## src/rtl/aes_pkg.sv

```systemverilog
// Shared types and constants for the AES3 transmit scheduler.
package aes_pkg;

   localparam int SAMPLE_W      = 24;
   localparam int SUBFRAME_BITS = 64;
   localparam int FRAME_BITS    = 128;

   typedef enum logic [1:0] {
      IDLE  = 2'd0,
      RUN   = 2'd1,
      DRAIN = 2'd2
   } aes_state_e;

   typedef struct packed {
      logic [SAMPLE_W-1:0] a;
      logic [SAMPLE_W-1:0] b;
   } sample_pair_t;

   // Saturating increment used by the underrun event counter.
   function automatic logic [15:0] sat_inc16(input logic [15:0] v);
      if (v == 16'hFFFF) begin
         return v;
      end else begin
         return v + 16'd1;
      end
   endfunction

endpackage

```

## src/rtl/aes_sample_fifo.sv

```systemverilog
// Synchronous FIFO with registered occupancy and full/empty flags.
// A pop on an empty FIFO is ignored, so a same-cycle push into an empty
// FIFO is never bypassed to the read side.
module aes_sample_fifo #(
   parameter int DEPTH = 4,
   parameter int WIDTH = 48
) (
   input  logic                     clk,
   input  logic                     rst,
   input  logic                     push,
   input  logic                     pop,
   input  logic [WIDTH-1:0]         din,
   output logic [WIDTH-1:0]         dout,
   output logic [$clog2(DEPTH):0]   level,
   output logic                     full,
   output logic                     empty
);

   localparam int AW = $clog2(DEPTH);
   localparam int LW = AW + 1;

   logic [WIDTH-1:0] mem_r [DEPTH];
   logic [AW-1:0]    wr_ptr_r;
   logic [AW-1:0]    rd_ptr_r;
   logic [LW-1:0]    level_r;
   logic             full_s;
   logic             empty_s;
   logic             push_ok_s;
   logic             pop_ok_s;

   assign full_s    = (level_r == LW'(DEPTH));
   assign empty_s   = (level_r == {LW{1'b0}});
   assign push_ok_s = push && !full_s;
   assign pop_ok_s  = pop && !empty_s;

   assign dout  = mem_r[rd_ptr_r];
   assign level = level_r;
   assign full  = full_s;
   assign empty = empty_s;

   // Storage write; the array itself needs no reset since level gates reads.
   always_ff @(posedge clk) begin
      if (push_ok_s) begin
         mem_r[wr_ptr_r] <= din;
      end
   end

   // Pointer and occupancy bookkeeping; pointers wrap naturally (power-of-2 depth).
   always_ff @(posedge clk) begin
      if (rst) begin
         wr_ptr_r <= {AW{1'b0}};
         rd_ptr_r <= {AW{1'b0}};
         level_r  <= {LW{1'b0}};
      end else begin
         if (push_ok_s) begin
            wr_ptr_r <= wr_ptr_r + AW'(1);
         end
         if (pop_ok_s) begin
            rd_ptr_r <= rd_ptr_r + AW'(1);
         end
         case ({push_ok_s, pop_ok_s})
            2'b10:   level_r <= level_r + LW'(1);
            2'b01:   level_r <= level_r - LW'(1);
            default: level_r <= level_r;
         endcase
      end
   end

endmodule

```

## src/rtl/aes_tx_scheduler.sv

```systemverilog
// AES3 transmit scheduler: buffers upstream stereo samples, generates the
// bit-rate shift enable and hands a fresh pair to the transmitter per frame.
module aes_tx_scheduler
   import aes_pkg::*;
#(
   parameter int DIV              = 1,
   parameter int FIFO_DEPTH       = 4,
   parameter int PRIME            = 2,
   parameter int MUTE_ON_UNDERRUN = 0
) (
   input  logic                          clk,
   input  logic                          rst,
   input  logic                          enable,
   input  logic                          in_valid,
   output logic                          in_ready,
   input  logic [SAMPLE_W-1:0]           in_a,
   input  logic [SAMPLE_W-1:0]           in_b,
   input  logic                          frame_sync,
   output logic                          shift_en,
   output logic [SAMPLE_W-1:0]           channel_a,
   output logic [SAMPLE_W-1:0]           channel_b,
   output logic                          running,
   output logic                          underrun,
   output logic [15:0]                   underrun_count,
   output logic [$clog2(FIFO_DEPTH):0]   fifo_level
);

   localparam int LW = $clog2(FIFO_DEPTH) + 1;
   localparam int CW = (DIV > 1) ? $clog2(DIV) : 1;

   aes_state_e          state_r;
   aes_state_e          state_nxt_s;
   logic [CW-1:0]       div_cnt_r;
   logic                tick_s;
   logic                pop_s;
   logic                push_s;
   logic                shift_en_s;
   logic                underrun_s;
   logic                fifo_full_s;
   logic                fifo_empty_s;
   logic [LW-1:0]       level_s;
   sample_pair_t        head_s;
   sample_pair_t        wr_pair_s;
   logic [SAMPLE_W-1:0] channel_a_r;
   logic [SAMPLE_W-1:0] channel_b_r;
   logic                underrun_r;
   logic [15:0]         underrun_count_r;

   assign wr_pair_s = '{a: in_a, b: in_b};
   assign push_s    = in_valid && !fifo_full_s;
   assign tick_s    = (div_cnt_r == CW'(DIV - 1));
   assign underrun_s = pop_s && fifo_empty_s;

   aes_sample_fifo #(
      .DEPTH (FIFO_DEPTH),
      .WIDTH ($bits(sample_pair_t))
   ) u_fifo (
      .clk   (clk),
      .rst   (rst),
      .push  (push_s),
      .pop   (pop_s),
      .din   (wr_pair_s),
      .dout  (head_s),
      .level (level_s),
      .full  (fifo_full_s),
      .empty (fifo_empty_s)
   );

   // State register.
   always_ff @(posedge clk) begin
      if (rst) begin
         state_r <= IDLE;
      end else begin
         state_r <= state_nxt_s;
      end
   end

   // Next-state, pop request and shift enable; the DRAIN frame_sync cycle
   // suppresses the shift so the transmitter parks at the next frame start.
   always_comb begin
      state_nxt_s = state_r;
      pop_s       = 1'b0;
      shift_en_s  = 1'b0;
      case (state_r)
         IDLE: begin
            if (enable && (level_s >= LW'(PRIME))) begin
               state_nxt_s = RUN;
               pop_s       = 1'b1;
            end else begin
               state_nxt_s = IDLE;
            end
         end
         RUN: begin
            shift_en_s = tick_s;
            pop_s      = frame_sync;
            if (!enable) begin
               state_nxt_s = DRAIN;
            end else begin
               state_nxt_s = RUN;
            end
         end
         DRAIN: begin
            if (frame_sync) begin
               state_nxt_s = IDLE;
               shift_en_s  = 1'b0;
            end else if (enable) begin
               state_nxt_s = RUN;
               shift_en_s  = tick_s;
            end else begin
               state_nxt_s = DRAIN;
               shift_en_s  = tick_s;
            end
         end
         default: begin
            state_nxt_s = IDLE;
         end
      endcase
   end

   // Bit-rate divider; held at zero while idle so a start is phase-aligned.
   always_ff @(posedge clk) begin
      if (rst) begin
         div_cnt_r <= {CW{1'b0}};
      end else if (state_r == IDLE) begin
         div_cnt_r <= {CW{1'b0}};
      end else if (tick_s) begin
         div_cnt_r <= {CW{1'b0}};
      end else begin
         div_cnt_r <= div_cnt_r + CW'(1);
      end
   end

   // Channel registers load the FIFO head on a pop; on underrun they mute or hold.
   always_ff @(posedge clk) begin
      if (rst) begin
         channel_a_r <= {SAMPLE_W{1'b0}};
         channel_b_r <= {SAMPLE_W{1'b0}};
      end else if (pop_s && !fifo_empty_s) begin
         channel_a_r <= head_s.a;
         channel_b_r <= head_s.b;
      end else if (underrun_s && (MUTE_ON_UNDERRUN != 0)) begin
         channel_a_r <= {SAMPLE_W{1'b0}};
         channel_b_r <= {SAMPLE_W{1'b0}};
      end else begin
         channel_a_r <= channel_a_r;
         channel_b_r <= channel_b_r;
      end
   end

   // Underrun pulse and saturating event counter.
   always_ff @(posedge clk) begin
      if (rst) begin
         underrun_r       <= 1'b0;
         underrun_count_r <= 16'd0;
      end else begin
         underrun_r <= underrun_s;
         if (underrun_s) begin
            underrun_count_r <= sat_inc16(underrun_count_r);
         end
      end
   end

   assign in_ready       = !fifo_full_s;
   assign fifo_level     = level_s;
   assign shift_en       = shift_en_s;
   assign running        = (state_r != IDLE);
   assign channel_a      = channel_a_r;
   assign channel_b      = channel_b_r;
   assign underrun       = underrun_r;
   assign underrun_count = underrun_count_r;

endmodule

```

## config.mk

```make
export PLATFORM = sky130hd
export DESIGN_NAME = aes_tx_scheduler
export DESIGN_NICKNAME = d
export VERILOG_FILES = /design/src/rtl/aes_pkg.sv /design/src/rtl/aes_sample_fifo.sv /design/src/rtl/aes_tx_scheduler.sv
export SDC_FILE = /design/constraint.sdc
export NUM_CORES = 1
export LEC_CHECK = 0
export BUFFER_PORTS_ARGS = -buffer_cell sky130_fd_sc_hd__buf_2
export CORE_ASPECT_RATIO = 0.5
export CORE_MARGIN = 3
export CORE_UTILIZATION = 52
export DETAILED_ROUTE_END_ITERATION = 16
export PLACE_DENSITY_LB_ADDON = 0.05
export SYNTH_ARGS = -nofsm -noshare
export SYNTH_HDL_FRONTEND = slang
export SYNTH_SLANG_ARGS = --single-unit
```

## constraint.sdc

```tcl
create_clock -name clk -period 2.4 [get_ports clk]
set_input_delay 0.48 -clock clk [delete_from_list [all_inputs] [get_ports clk]]
set_output_delay 0.48 -clock clk [all_outputs]
set_load 0.01 [all_outputs]
```

# Yosys cells after proc, flatten, opt, wreduce, memory -nomap -nowiden
# Memories as Yosys holds them, arrays and structs flattened. A register that Yosys moved wholly into a read port is not among the register bits.
# Cells that the tools add are included.
# W data, S select, Z words.
[op_classes]
magnitude_cmp = 1
muxes = 11
n_eq_ne = 6
bitwise_logic = 2
addsub = 6
n_reduce_logical = 13
[ops]
columns = ["cell", "n"]
rows = [
  ["$add A16 B1 Y16 const B", 1],
  ["$eq A16 B16 Y1 const B", 1],
  ["$pmux W2 S3", 1],
  ["$pmux W3 S2", 1],
  ["$logic_and A1 B1 Y1", 5],
  ["$mux W1", 5],
  ["$add A2 B1 Y2 const B", 2],
  ["$eq A2 B1 Y1 const B", 2],
  ["$eq A2 B2 Y1 const B", 2],
  ["$mux W2", 2],
  ["$pmux W1 S2", 2],
  ["$reduce_bool A2 Y1", 2],
  ["$add A3 B1 Y3 const B", 1],
  ["$eq A3 B3 Y1 const B", 1],
  ["$ge A3 B2 Y1 const B", 1],
  ["$logic_not A3 Y1", 1],
  ["$reduce_or A3 Y1", 1],
  ["$sub A3 B1 Y3 const B", 1],
  ["$logic_not A1 Y1", 2],
  ["$logic_not A2 Y1", 1],
  ["$not A1 Y1", 2],
  ["$reduce_and A2 Y1", 1],
  ["$add A1 B1 Y1 const B", 1],
]
[word_totals]
out_inout_bits = 71
memories = 1
ramBits = 192
ff_bits = 27
wordCells = 47
inputBits = 53
[memory_table]
columns = ["memory", "depth", "word_bits", "rd", "rd_ports_with_merged_regs", "write_ports", "line", "rtl"]
rows = [
  ["u_fifo.mem_r", 4, 48, 1, 1, 1, "aes_sample_fifo.sv:22", "logic [WIDTH-1:0] mem_r [DEPTH];"],
]

# Logic depth before layout (Yosys ltp)
# Gate-level depths: netlist of the first run.
[depth]
depth_word = 7
depth_mapped = 12

# Cells and area by module
# A second synthesis of the first run with hierarchy kept.
[unflattened]
cells_unflattened = 644
hier_area_um2 = 10144.7
[modules_own_cells]
columns = ["mod", "cells_each", "instances", "area_per_inst_um2"]
rows = [
  ["aes_sample_fifo", 304, 1, 7388.3],
  ["aes_tx_scheduler", 340, 1, 2756.4],
]

# Least setup slack after synthesis of the first run
# Ideal clock, no wire load.
[synth_timing]
kind = "register to register"
start = "reg state_r[0]"
end = "reg u_fifo.level_r[2], in the netlist u_fifo.level[2]"
setup_ns = 0.070
t_required_ns = 2.330
t_arrival_ns = 2.509
slack_ns = -0.179
path_stages_with_launch = 13
path_buffers = 1
cell_sequence = "dfxtp_1 > inv_1 > ha_1 > o211ai_1 > a21o_1 > inv_2 > clkbuf_1 > ha_1 > inv_1 > fa_1 > xor2_1 > or3_2 > a21oi_1"
[synth_via]
elab_chain_len = 5
word_cells_on_any_way = 8
cone_classes = "eq/ne: 3; mux: 2; reduce/logical: 3"
[synth_lines]
columns = ["item", "line", "rtl"]
rows = [
  ["start, declared", "aes_tx_scheduler.sv:31", "aes_state_e state_r;"],
  ["start signal, assigned", "aes_tx_scheduler.sv:74", "state_r <= state_nxt_s;"],
  ["$eq A2 B1 Y1 / $logic_not A2 Y1 (equally long branches)", "aes_tx_scheduler.sv:84", "case (state_r)"],
  ["$pmux W1 S2 *", "aes_tx_scheduler.sv:84", ""],
  ["$logic_and A1 B1 Y1 *", "aes_sample_fifo.sv:34", "assign pop_ok_s = pop && !empty_s;"],
  ["via u_fifo.pop_ok_s", "aes_sample_fifo.sv:29", "logic pop_ok_s;"],
  ["$eq A2 B1 Y1 / $eq A2 B2 Y1 (equally long branches)", "aes_sample_fifo.sv:61", "case ({push_ok_s, pop_ok_s})"],
  ["$pmux W3 S2 / $reduce_bool A2 Y1 (equally long branches)", "n/a", ""],
  ["end signal, assigned", "aes_sample_fifo.sv:62", "2'b10: level_r <= level_r + LW'(1);"],
  ["end signal, assigned", "aes_sample_fifo.sv:63", "2'b01: level_r <= level_r - LW'(1);"],
  ["end signal, assigned", "aes_sample_fifo.sv:64", "default: level_r <= level_r;"],
  ["end, declared", "aes_sample_fifo.sv:25", "logic [LW-1:0] level_r;"],
]
# Mark *: on every way through the listed nets, which the timed path passes. The rest lies on a longest branch.
# A chain may end at the register's enable or synchronous reset.

# Worst setup path in the final report of the first run
[layout_timing]
start = "reg u_fifo.level_r[1], in the netlist u_fifo.level[1]"
end = "reg u_fifo.level_r[2], in the netlist u_fifo.level[2]"
[layout_via]
elab_chain_len = 7
word_cells_on_any_way = 17
cone_classes = "add/sub: 2; order compare: 1; eq/ne: 3; mux: 3; reduce/logical: 8"
[layout_lines]
columns = ["item", "line", "rtl"]
rows = [
  ["start signal, assigned", "aes_sample_fifo.sv:53", "level_r <= {LW{1'b0}};"],
  ["start signal, assigned", "aes_sample_fifo.sv:62", ""],
  ["start signal, assigned", "aes_sample_fifo.sv:63", ""],
  ["$ge A3 B2 Y1", "aes_tx_scheduler.sv:86", "if (enable && (level_s >= LW'(PRIME))) begin"],
  ["$logic_and A1 B1 Y1", "aes_tx_scheduler.sv:86", ""],
  ["$mux W1", "aes_tx_scheduler.sv:86", ""],
  ["$pmux W1 S2", "aes_tx_scheduler.sv:84", ""],
  ["$logic_and A1 B1 Y1", "aes_sample_fifo.sv:34", ""],
  ["$eq A2 B1 Y1 / $eq A2 B2 Y1 (equally long branches)", "aes_sample_fifo.sv:61", ""],
  ["$pmux W3 S2 / $reduce_bool A2 Y1 (equally long branches)", "n/a", ""],
]
# Several ways; a longest one is shown, not always the timed one.

==> results of run 1 <==
-- power by group --
part	internal [uW]	switching, uW
logic	300	405
clock network	1780	1530
registers	5180	70.6
total	7250	2010
-- worst min path at each step --
stage	from	end	depth (start not counted)	slack (ps)
2_1_floorplan	u_fifo.wr_ptr_r[1]	u_fifo.wr_ptr_r[1]	2	470
3_3_place_gp	channel_b[22]	channel_b[22]	2	440
3_5_place_dp	channel_a[4]	channel_a[4]	2	440
4_1_cts	enable	state_r[1]	2	170
5_1_grt	enable	state_r[1]	2	170
6_report	enable	state_r[1]	2	190
-- repair_timing --
item                                   CTS  global route
resized for setup                        0            10
endpoints found under the hold margin    0             0
setup endpoints to repair                0             1
-- logic make-up (layout without fill, tap and decap cells) --
family                   count (synthesis)  in the layout  synth area share [%]
XOR/XNOR                                 4              4                 0.351
other                                    1              2                0.0375
multiplexers                            55             55                  11.6
buffers and inverters                   47            200                  1.84
AND/OR/NAND/NOR                        173            173                  7.92
AO/OA/AOI/OAI                           76             76                  4.02
adder cells (fa/ha/maj)                 11             11                  1.45
flip-flops                             267            267                  72.8
-- per-stage QoR --
step                      util, %  hold WS (ps)
after floorplan                 -           469
after global placement       59.3           436
after detailed placement     59.3           443
after CTS                    62.8           171
after global routing         63.0           165
final                        63.0           191
-- layout by cell type (no fill, tap or decap), drive strengths merged, types with 2 or more instances in the layout --
cell type	n
or3	6
nor3	3
dfxtp	75
nor4	6
buf	145
clkbuf	34
or4	4
nand2	106
and2	2
a21oi	61
nor4b	3
nand3	4
mux4	48
xor2	2
o31ai	4
xnor2	2
edfxtp	192
ha	10
nor2	16
and3	4
nand4	6
mux2	7
inv	14
nor2b	8
and4	2
clkinv	6
o21ai	7
-- sequential cells by signal, indices dropped and copies added, names as in the netlist --
name             count
u_fifo.mem_r       192
channel_a           24
channel_b           24
underrun_count      16
u_fifo.level         3
state_r              2
u_fifo.rd_ptr_r      2
u_fifo.wr_ptr_r      2
div_cnt_r            1
underrun             1
-- layout make-up --
class / count / area, sq um
Sequential cell: 267 / 7280
Tap cell: 259 / 324
Antenna cell: 1 / 2.50
Fill cell: 1435 / 6890
Clock inverter: 7 / 30.0
Inverter: 14 / 52.6
Clock buffer: 34 / 617
Multi-Input combinational cell: 320 / 2580
Timing Repair Buffer: 145 / 843
-- critical path: cells and delay by family, from the launching register on --
kind,cells,cell delay [ps]
AND/OR/NAND/NOR,3,990
buffers and inverters,2,140
XOR/XNOR,1,150
flip-flops,1,320
adder cells (fa/ha/maj),2,510
AO/OA/AOI/OAI,1,120
-- metal layers --
| layer | GRT usage [%] | vias up | share of wire (%) |
|---|---|---|---|
| met4 | 3.03 | 6 | 0.97 |
| met2 | 29.1 | 130 | 45 |
| met5 | 0 | - | 0.14 |
| met3 | 3.97 | 23 | 5.5 |
| li1 | - | 2667 | - |
| met1 | 29.8 | 2820 | 49 |
==> impl_metrics.tcl, run 1 <==
set metrics [dict create \
    die-area_sq_um 21000 \
    place_inst 1005 \
    cp-endpoint "u_fifo.level[2]" \
    fin_cells 1047 \
    p_leak_uw 0.00406 \
    r2r_slack_ps 100 \
    max-cap-violations 0 \
    maxSlewHeadroom_pct 45.8 \
    area_growth_pct 17.4 \
    die-width_um 202 \
    async_flop_share_pct 0 \
    post-route-min-period_ps 2300 \
    core_sq_um 18600 \
    place_ws_ps 33.3 \
    rsz0062_at_grt "no" \
    synth_area_sq_um 9990 \
    grt_pass1_wl_um 32000 \
    cts_buffers 23 \
    cp-start-kind "register" \
    arrival_ps 2710 \
    wirelength_um 20000 \
    status "finished, final reports clean" \
    setup-tns-final_ps 0 \
    clock_skew_ps 6.54 \
    first_pass_iters 4 \
    ctsHoldBuffers 0 \
    clock.fmax_ghz 0.436 \
    root_buffer "clkbuf_16" \
    setup_ws_ps 105 \
    vias 5646 \
    row_count 35 \
    hp-class "primary input to register" \
    synth_top_area_share_pct 57.7 \
    clk_pin_slew_ps 60 \
    vias_per_cell 5.39 \
    yosysMostFrequentCell "edfxtp_1" \
    postSynthCellCount 634 \
    ys_ff_latch 267 \
    yosysUniqueCellTypes 38 \
    wl_per_cell_um 19.1 \
    fin_crit_sh_pct 95.6 \
    placed_cell_area_sq_um 11000 \
    worst_pin_slew_ps 814 \
    synth-warning-count 0 \
    synth_edf_count 192 \
    vdd_drop_max_v 0.000447 \
    critPathRequiredTime_ps 2820 \
    drc 0 \
    port_buffers 123 \
    grt_overflow 0 \
    start_util_pct 53.7 \
    yosysTopAreaCell "edfxtp_1" \
    hold_viol_final 0 \
    clock-sinks 267 \
    worstSetupPathType "register to register" \
    synth_ff_type "edfxtp_1" \
    rr_startpoint "u_fifo.level[1]" \
    final_max_slew_viol_count 0 \
    path_cells "or3b_4 > and2_1 > inv_1 > ha_2 > inv_1 > fa_2 > xor2_1 > or3_2 > a21oi_2" \
    critPathCaptureType "register" \
    startpoint "u_fifo.level[1]" \
    grt_pass1_vias 5627 \
    postCtsSetupBuffers 0 \
    ys_seq_area_share_pct 72.8 \
    yosys-top-cells-area "edfxtp_1 (58%), dfxtp_1 (15%), mux4_2 (11%)" \
    clk_path_buf_depth 3 \
    worstRegToRegCells 9 \
    critPathMaxFanout 2 \
    drive_gt1_share_pct 31.5 \
    setup_viol 0 \
    synth.avg_cell_area_sq_um 15.8 \
    antenna_found_initial 4 \
    worstSkewPairLatency_ps 490 \
    grt_start_max_net_pins 50 \
    io_pins 124 \
    cts_tree "yes" \
    ant_nets 0 \
    slowest_stage "or3_2" \
    synth_common_cells "edfxtp_1 (192), nand2_1 (106), dfxtp_1 (75)" \
    cpMostUsedCell "inv_1" \
    drt-initial-drc-count 448 \
    track_usage_pct 19.3 \
    num-nets-final 835 \
    place_congestion 0.763 \
    critPathMaxStageDelay_ps 420 \
    timing.rr.end "u_fifo.level[2]" \
    fin_area_sq_um 11700 \
    total_power_uw 9260 \
    die_h_um 104 \
    dp_hpwl_um 11800 \
    cts_max_level 1 \
    synth_nets 698 \
    power_density_nw_per_um2 790 \
]
Power figures use the tool's default switching activity.
==> run 2, diff against run 1 <==
--- a/config.mk
+++ b/config.mk
@@ -8,7 +8,7 @@
 export BUFFER_PORTS_ARGS = -buffer_cell sky130_fd_sc_hd__buf_2
 export CORE_ASPECT_RATIO = 0.5
 export CORE_MARGIN = 3
-export CORE_UTILIZATION = 52
+export CORE_UTILIZATION = 50
 export DETAILED_ROUTE_END_ITERATION = 16
 export PLACE_DENSITY_LB_ADDON = 0.05
 export SYNTH_ARGS = -nofsm -noshare
==> run 2 against run 1 <==
Maximum frequency fell by 0.35%. Via count rose by 0.55%. Final area grew 0.94%. Register-to-register slack about the same. Power is 4.5% higher. Largest cell class unchanged. Sequential share of layout area is 0.56 points lower. Worst hold slack lost 16 ps. Core utilization shrank 0.73 points. Global-route usage shrank 0.75 points.
==> impl_metrics.tcl, run 2 (same netlist as run 1, synthesis figures left out) <==
set metrics [dict create \
    ctsHoldBuffers 0 \
    cts_tree "yes" \
    place_ws_ps 23.2 \
    worstSkewPairLatency_ps 510 \
    vias 5677 \
    max-cap-violations 0 \
    row_count 35 \
    cts_max_level 1 \
    num-nets-final 837 \
    place_inst 1004 \
    hold_viol_final 0 \
    io_pins 124 \
    critPathCaptureType "register" \
    largest_register_ffs 192 \
    p_seq_share_pct 54.3 \
    mostFrequentLayoutCell "edfxtp_1" \
    post-route-min-period_ps 2300 \
    p_sw_uw 2070 \
    track_usage_pct 18.5 \
    setup-tns-final_ps 0 \
    critPathRequiredTime_ps 2830 \
    cts_buffers 24 \
    drive_gt1_share_pct 33.1 \
    fin_area_sq_um 11800 \
    antenna_found_initial 1 \
    p_int_uw 7610 \
    status "finished, final reports clean" \
    power_density_nw_per_um2 818 \
    setup_viol 0 \
    maxSlewHeadroom_pct 48.5 \
    vias_per_cell 5.41 \
    clk_pin_slew_ps 60 \
    first_pass_iters 6 \
    fin_cells 1050 \
    clock.fmax_ghz 0.434 \
    die-area_sq_um 21800 \
    slowest_stage "or3b_4" \
    grt_overflow 0 \
    worstSetupPathType "register to register" \
    port_buffers 123 \
    rsz0062_at_grt "no" \
    dp_hpwl_um 11500 \
    worst_pin_slew_ps 772 \
    placed_cell_area_sq_um 11000 \
    cp-start-kind "register" \
    drc 0 \
    wirelength_um 19800 \
    vdd_drop_max_v 0.000527 \
    area_growth_pct 18.5 \
    drt-initial-drc-count 336 \
    final_cell_mix "edfxtp_1 (192), buf_2 (122), nand2_1 (105)" \
    swShare_pct 21.3 \
    fin_crit_sh_pct 96.0 \
    hp-class "primary input to register" \
    clk_path_buf_depth 3 \
    path_cells "or3b_4 > and2_4 > inv_2 > ha_2 > inv_1 > fa_2 > xor2_1 > or3_2 > a21oi_1" \
    fillers 1467 \
    final_max_slew_viol_count 0 \
    start_util_pct 52.5 \
    clock-sinks 267 \
    place_congestion 0.780 \
    critPathMaxStageDelay_ps 400 \
    final_util_pct 62.3 \
    die_h_um 106 \
    root_buffer "clkbuf_16" \
    arrival_ps 2730 \
    p_leak_uw 0.00413 \
    ant_nets 0 \
    core_sq_um 19000 \
    die-width_um 206 \
    grt_start_max_net_pins 67 \
    grt_pass1_vias 5691 \
    critPathMaxFanout 8 \
    diodes 0 \
    grt_pass1_wl_um 31400 \
    wl_per_cell_um 18.9 \
    clkPwrFrac_pct 38.6 \
    pwr-share-comb_pct 7.1 \
    setup_ws_ps 96.8 \
    regMostFlops "u_fifo.mem_r" \
    clock_skew_ps 14.7 \
]
run 2: changes by cell type in the layout (fill, tap and decap cells not counted), moves of 2 or more:
cell and change:
clkbuf_8 +6, clkinv_2 +2, buf_12 -3, clkbuf_1 -6, buf_4 +5, clkinv_1 -2
run 2: layout make-up:
| cell class | count | area, sq um | share of cell area, % |
|---|---|---|---|
| clock buffer | 35 | 702 | 5.93 |
| clock inverter | 9 | 81.3 | 0.687 |
| inverter | 14 | 52.6 | 0.444 |
| multi-input combinational | 320 | 2580 | 21.8 |
| sequential | 267 | 7280 | 61.5 |
| tap | 259 | 324 | 2.74 |
| timing repair buffer | 146 | 816 | 6.89 |
run 2: timing repair:
action | 4_1_cts | 5_1_grt
gates resized for setup | 0 | 13
endpoints found under the setup margin | 0 | 1
buffers inserted | 0 | 2
hold endpoints to repair | 0 | 0
run 2: layer usage:
layer  share of wire (%)  GRT usage (%)
met3                 5.0           3.61
met2                  46           29.5
met1                  47           27.2
met4                 1.3           3.39
met5               0.066              0
run 2: final timing paths:
check                                     start         endpoint  slack, ps  cells after the start
worst min register to register     channel_b[0]     channel_b[0]        450                      2
worst min-delay path                     enable       state_r[1]        170                      2
worst max register to register  u_fifo.level[1]  u_fifo.level[2]        100                      9
worst max-delay path            u_fifo.level[1]  u_fifo.level[2]        100                      9
run 2: power groups by stage:
stage	Clock, uW	Sequential, uW	Combinational [uW]
after floorplan	0	5350	404
after global placement	0	5350	679
after detailed placement	0	5350	686
after CTS	3840	5250	688
after global routing	4060	5270	761
final	3740	5250	686
run 2: per-stage QoR:
stage | total power [uW] | hold slack [ps]
2_1_floorplan | 5760 | 469
3_3_place_gp | 6020 | 436
3_5_place_dp | 6040 | 441
4_1_cts | 9780 | 155
5_1_grt | 10100 | 160
6_report | 9680 | 175
run 2: critical path, delay by kind of cell (launching register included):
family,cells,cell delay [ps]
xor+xnor,1,150
buf+inv,2,100
flops,1,370
simple gates,3,970
compound gates,1,140
fa+ha+maj,2,490
==> run 3, diff against run 2 <==
--- a/config.mk
+++ b/config.mk
@@ -5,10 +5,10 @@
 export SDC_FILE = /design/constraint.sdc
 export NUM_CORES = 1
 export LEC_CHECK = 0
-export BUFFER_PORTS_ARGS = -buffer_cell sky130_fd_sc_hd__buf_2
+export BUFFER_PORTS_ARGS = -buffer_cell sky130_fd_sc_hd__buf_4
 export CORE_ASPECT_RATIO = 0.5
 export CORE_MARGIN = 3
-export CORE_UTILIZATION = 50
+export CORE_UTILIZATION = 35
 export DETAILED_ROUTE_END_ITERATION = 16
 export PLACE_DENSITY_LB_ADDON = 0.05
 export SYNTH_ARGS = -nofsm -noshare
==> constraint.sdc (replaced) <==
create_clock -name clk -period 2.4 [get_ports clk]
set_input_delay 0.12 -clock clk [delete_from_list [all_inputs] [get_ports clk]]
set_output_delay 0.12 -clock clk [all_outputs]
set_load 0.01 [all_outputs]
==> run 3 against run 2 <==
Sequential power about the same. Clock power increased by 9.1%. Power increased by 5.0%. Critical path depth increased by 2. Largest cell class unchanged. Clock skew increased by 3.0 ps. Final area increased by 8.9%. Setup slack improved by 2.9 ps. Critical path type unchanged. Final cell count increased by 17%.
==> impl_metrics.tcl, run 3 (same netlist as run 1, synthesis figures left out) <==
set metrics [dict create \
    status "finished, final reports clean" \
    clock_skew_ps 17.6 \
    wl_per_cell_um 18.3 \
    die-area_sq_um 30700 \
    grtUsageMet1_pct 20.4 \
    use_met3_pct 2.96 \
    grt-busiest-layer "met2" \
    worst_pin_slew_ps 726 \
    dp_hpwl_um 12800 \
    regMostFlops "u_fifo.mem_r" \
    worstSetupPathType "register to register" \
    vias_per_cell 4.81 \
    clock-sinks 267 \
    place_congestion 0.713 \
    drt-initial-drc-count 416 \
    maxSlewHeadroom_pct 51.6 \
    clock.fmax_ghz 0.435 \
    post-route-min-period_ps 2300 \
    die-width_um 245 \
    cts_max_level 1 \
    start_util_pct 35.8 \
    vias 5884 \
    cts_buffers 26 \
    root_buffer "clkbuf_16" \
    fillers 2493 \
    core_sq_um 27900 \
    drive_gt1_share_pct 30.5 \
    row_count 43 \
    port_buffers 123 \
    cp-start-kind "register" \
    setup-tns-final_ps 0 \
    first_pass_iters 4 \
    setup_viol 0 \
    hp-class "primary input to register" \
    grt_pass1_vias 5987 \
    critPathCaptureType "register" \
    mostFrequentLayoutCell "edfxtp_1" \
    ant_nets 0 \
    max-cap-violations 0 \
    vdd_drop_max_v 0.000471 \
    clk_path_buf_depth 3 \
    power_density_nw_per_um2 788 \
    area_growth_pct 29.1 \
    drc 0 \
    io_pins 124 \
    wirelength_um 22400 \
    worstSkewPairLatency_ps 540 \
    rsz0062_at_grt "no" \
    diodes 0 \
    final_max_slew_viol_count 0 \
    critPathRequiredTime_ps 2860 \
    largest_register_ffs 192 \
    num-nets-final 886 \
    grt_start_max_net_pins 56 \
    hold_viol_final 0 \
    final_cell_mix "edfxtp_1 (192), buf_4 (137), nand2_1 (106)" \
    fin_crit_sh_pct 95.8 \
    antenna_found_initial 0 \
    cts_tree "yes" \
    grt_overflow 0 \
    met2_usage_pct 24.3 \
    grt_pass1_wl_um 35000 \
    die_h_um 125 \
    track_usage_pct 14.7 \
    arrival_ps 2760 \
    p_leak_uw 0.00440 \
    clk_pin_slew_ps 70 \
    total_power_uw 10200 \
    final_util_pct 46.2 \
    critPathMaxFanout 3 \
]
==> run 3: timing repair <==
| item | in CTS | in global routing |
|---|---|---|
| hold buffers | 49 | 0 |
| endpoints found under the setup margin | 0 | 1 |
| endpoints found under the hold margin | 194 | 0 |
| setup buffers | 0 | 0 |
| resized for setup | 0 | 7 |
==> run 3: per-stage QoR <==
| stage | area [sq um] | hold WS (ps) | std cells | setup WS [ps] |
|---|---|---|---|---|
| after floorplan | 10000 | 199 | 634 | 3.74 |
| after global placement | 11500 | 322 | 1127 | 108 |
| after detailed placement | 11500 | 324 | 1127 | 62.2 |
| after CTS | 12900 | 0.229 | 1224 | 37.7 |
| after global routing | 12900 | 57.9 | 1224 | 9.15 |
| final | 12900 | 25.1 | 1224 | 99.7 |
==> run 3: routing by layer <==
layer  wire length, um  part of all wire (%)
met1             10600                    47
met2             10800                    48
met3               737                   3.3
met4               319                   1.4
met5                 0                     0
==> run 3: final cells by class <==
cell class / count / area, sq um / area share (%)
clock buffer: 34 / 711 / 5.51
clock inverter: 14 / 143 / 1.11
inverter: 14 / 52.6 / 0.408
multi-input combinational: 320 / 2570 / 19.9
sequential: 267 / 7280 / 56.5
tap: 382 / 478 / 3.71
timing repair buffer: 193 / 1660 / 12.9
==> run 3: critical path, cell delays in order, from the launching register on <==
cell and delay (ps):
dfxtp_1 330, inv_2 80, ha_1 160, o211ai_1 110
a21o_2 220, inv_2 80, ha_4 140, inv_1 40
fa_1 370, xor2_1 150, or3_2 410, a21oi_1 140
==> run 3: worst paths after layout <==
kind	endpoint	cells after the start	slack (ps)	from
worst max-delay path	u_fifo.level[2]	11	100	state_r[1]
worst min-delay path	state_r[0]	4	30	frame_sync
worst max register to register	u_fifo.level[2]	11	100	state_r[1]
worst min register to register	channel_b[7]	2	450	channel_b[7]
==> run 3: report_power, final <==
group / internal [uW] / total (uW) / switching, uW / leakage [uW]
logic: 401 / 831 / 430 / 0.00162
clock network: 2320 / 4080 / 1760 / 0.000412
registers: 5180 / 5250 / 73.8 / 0.00237
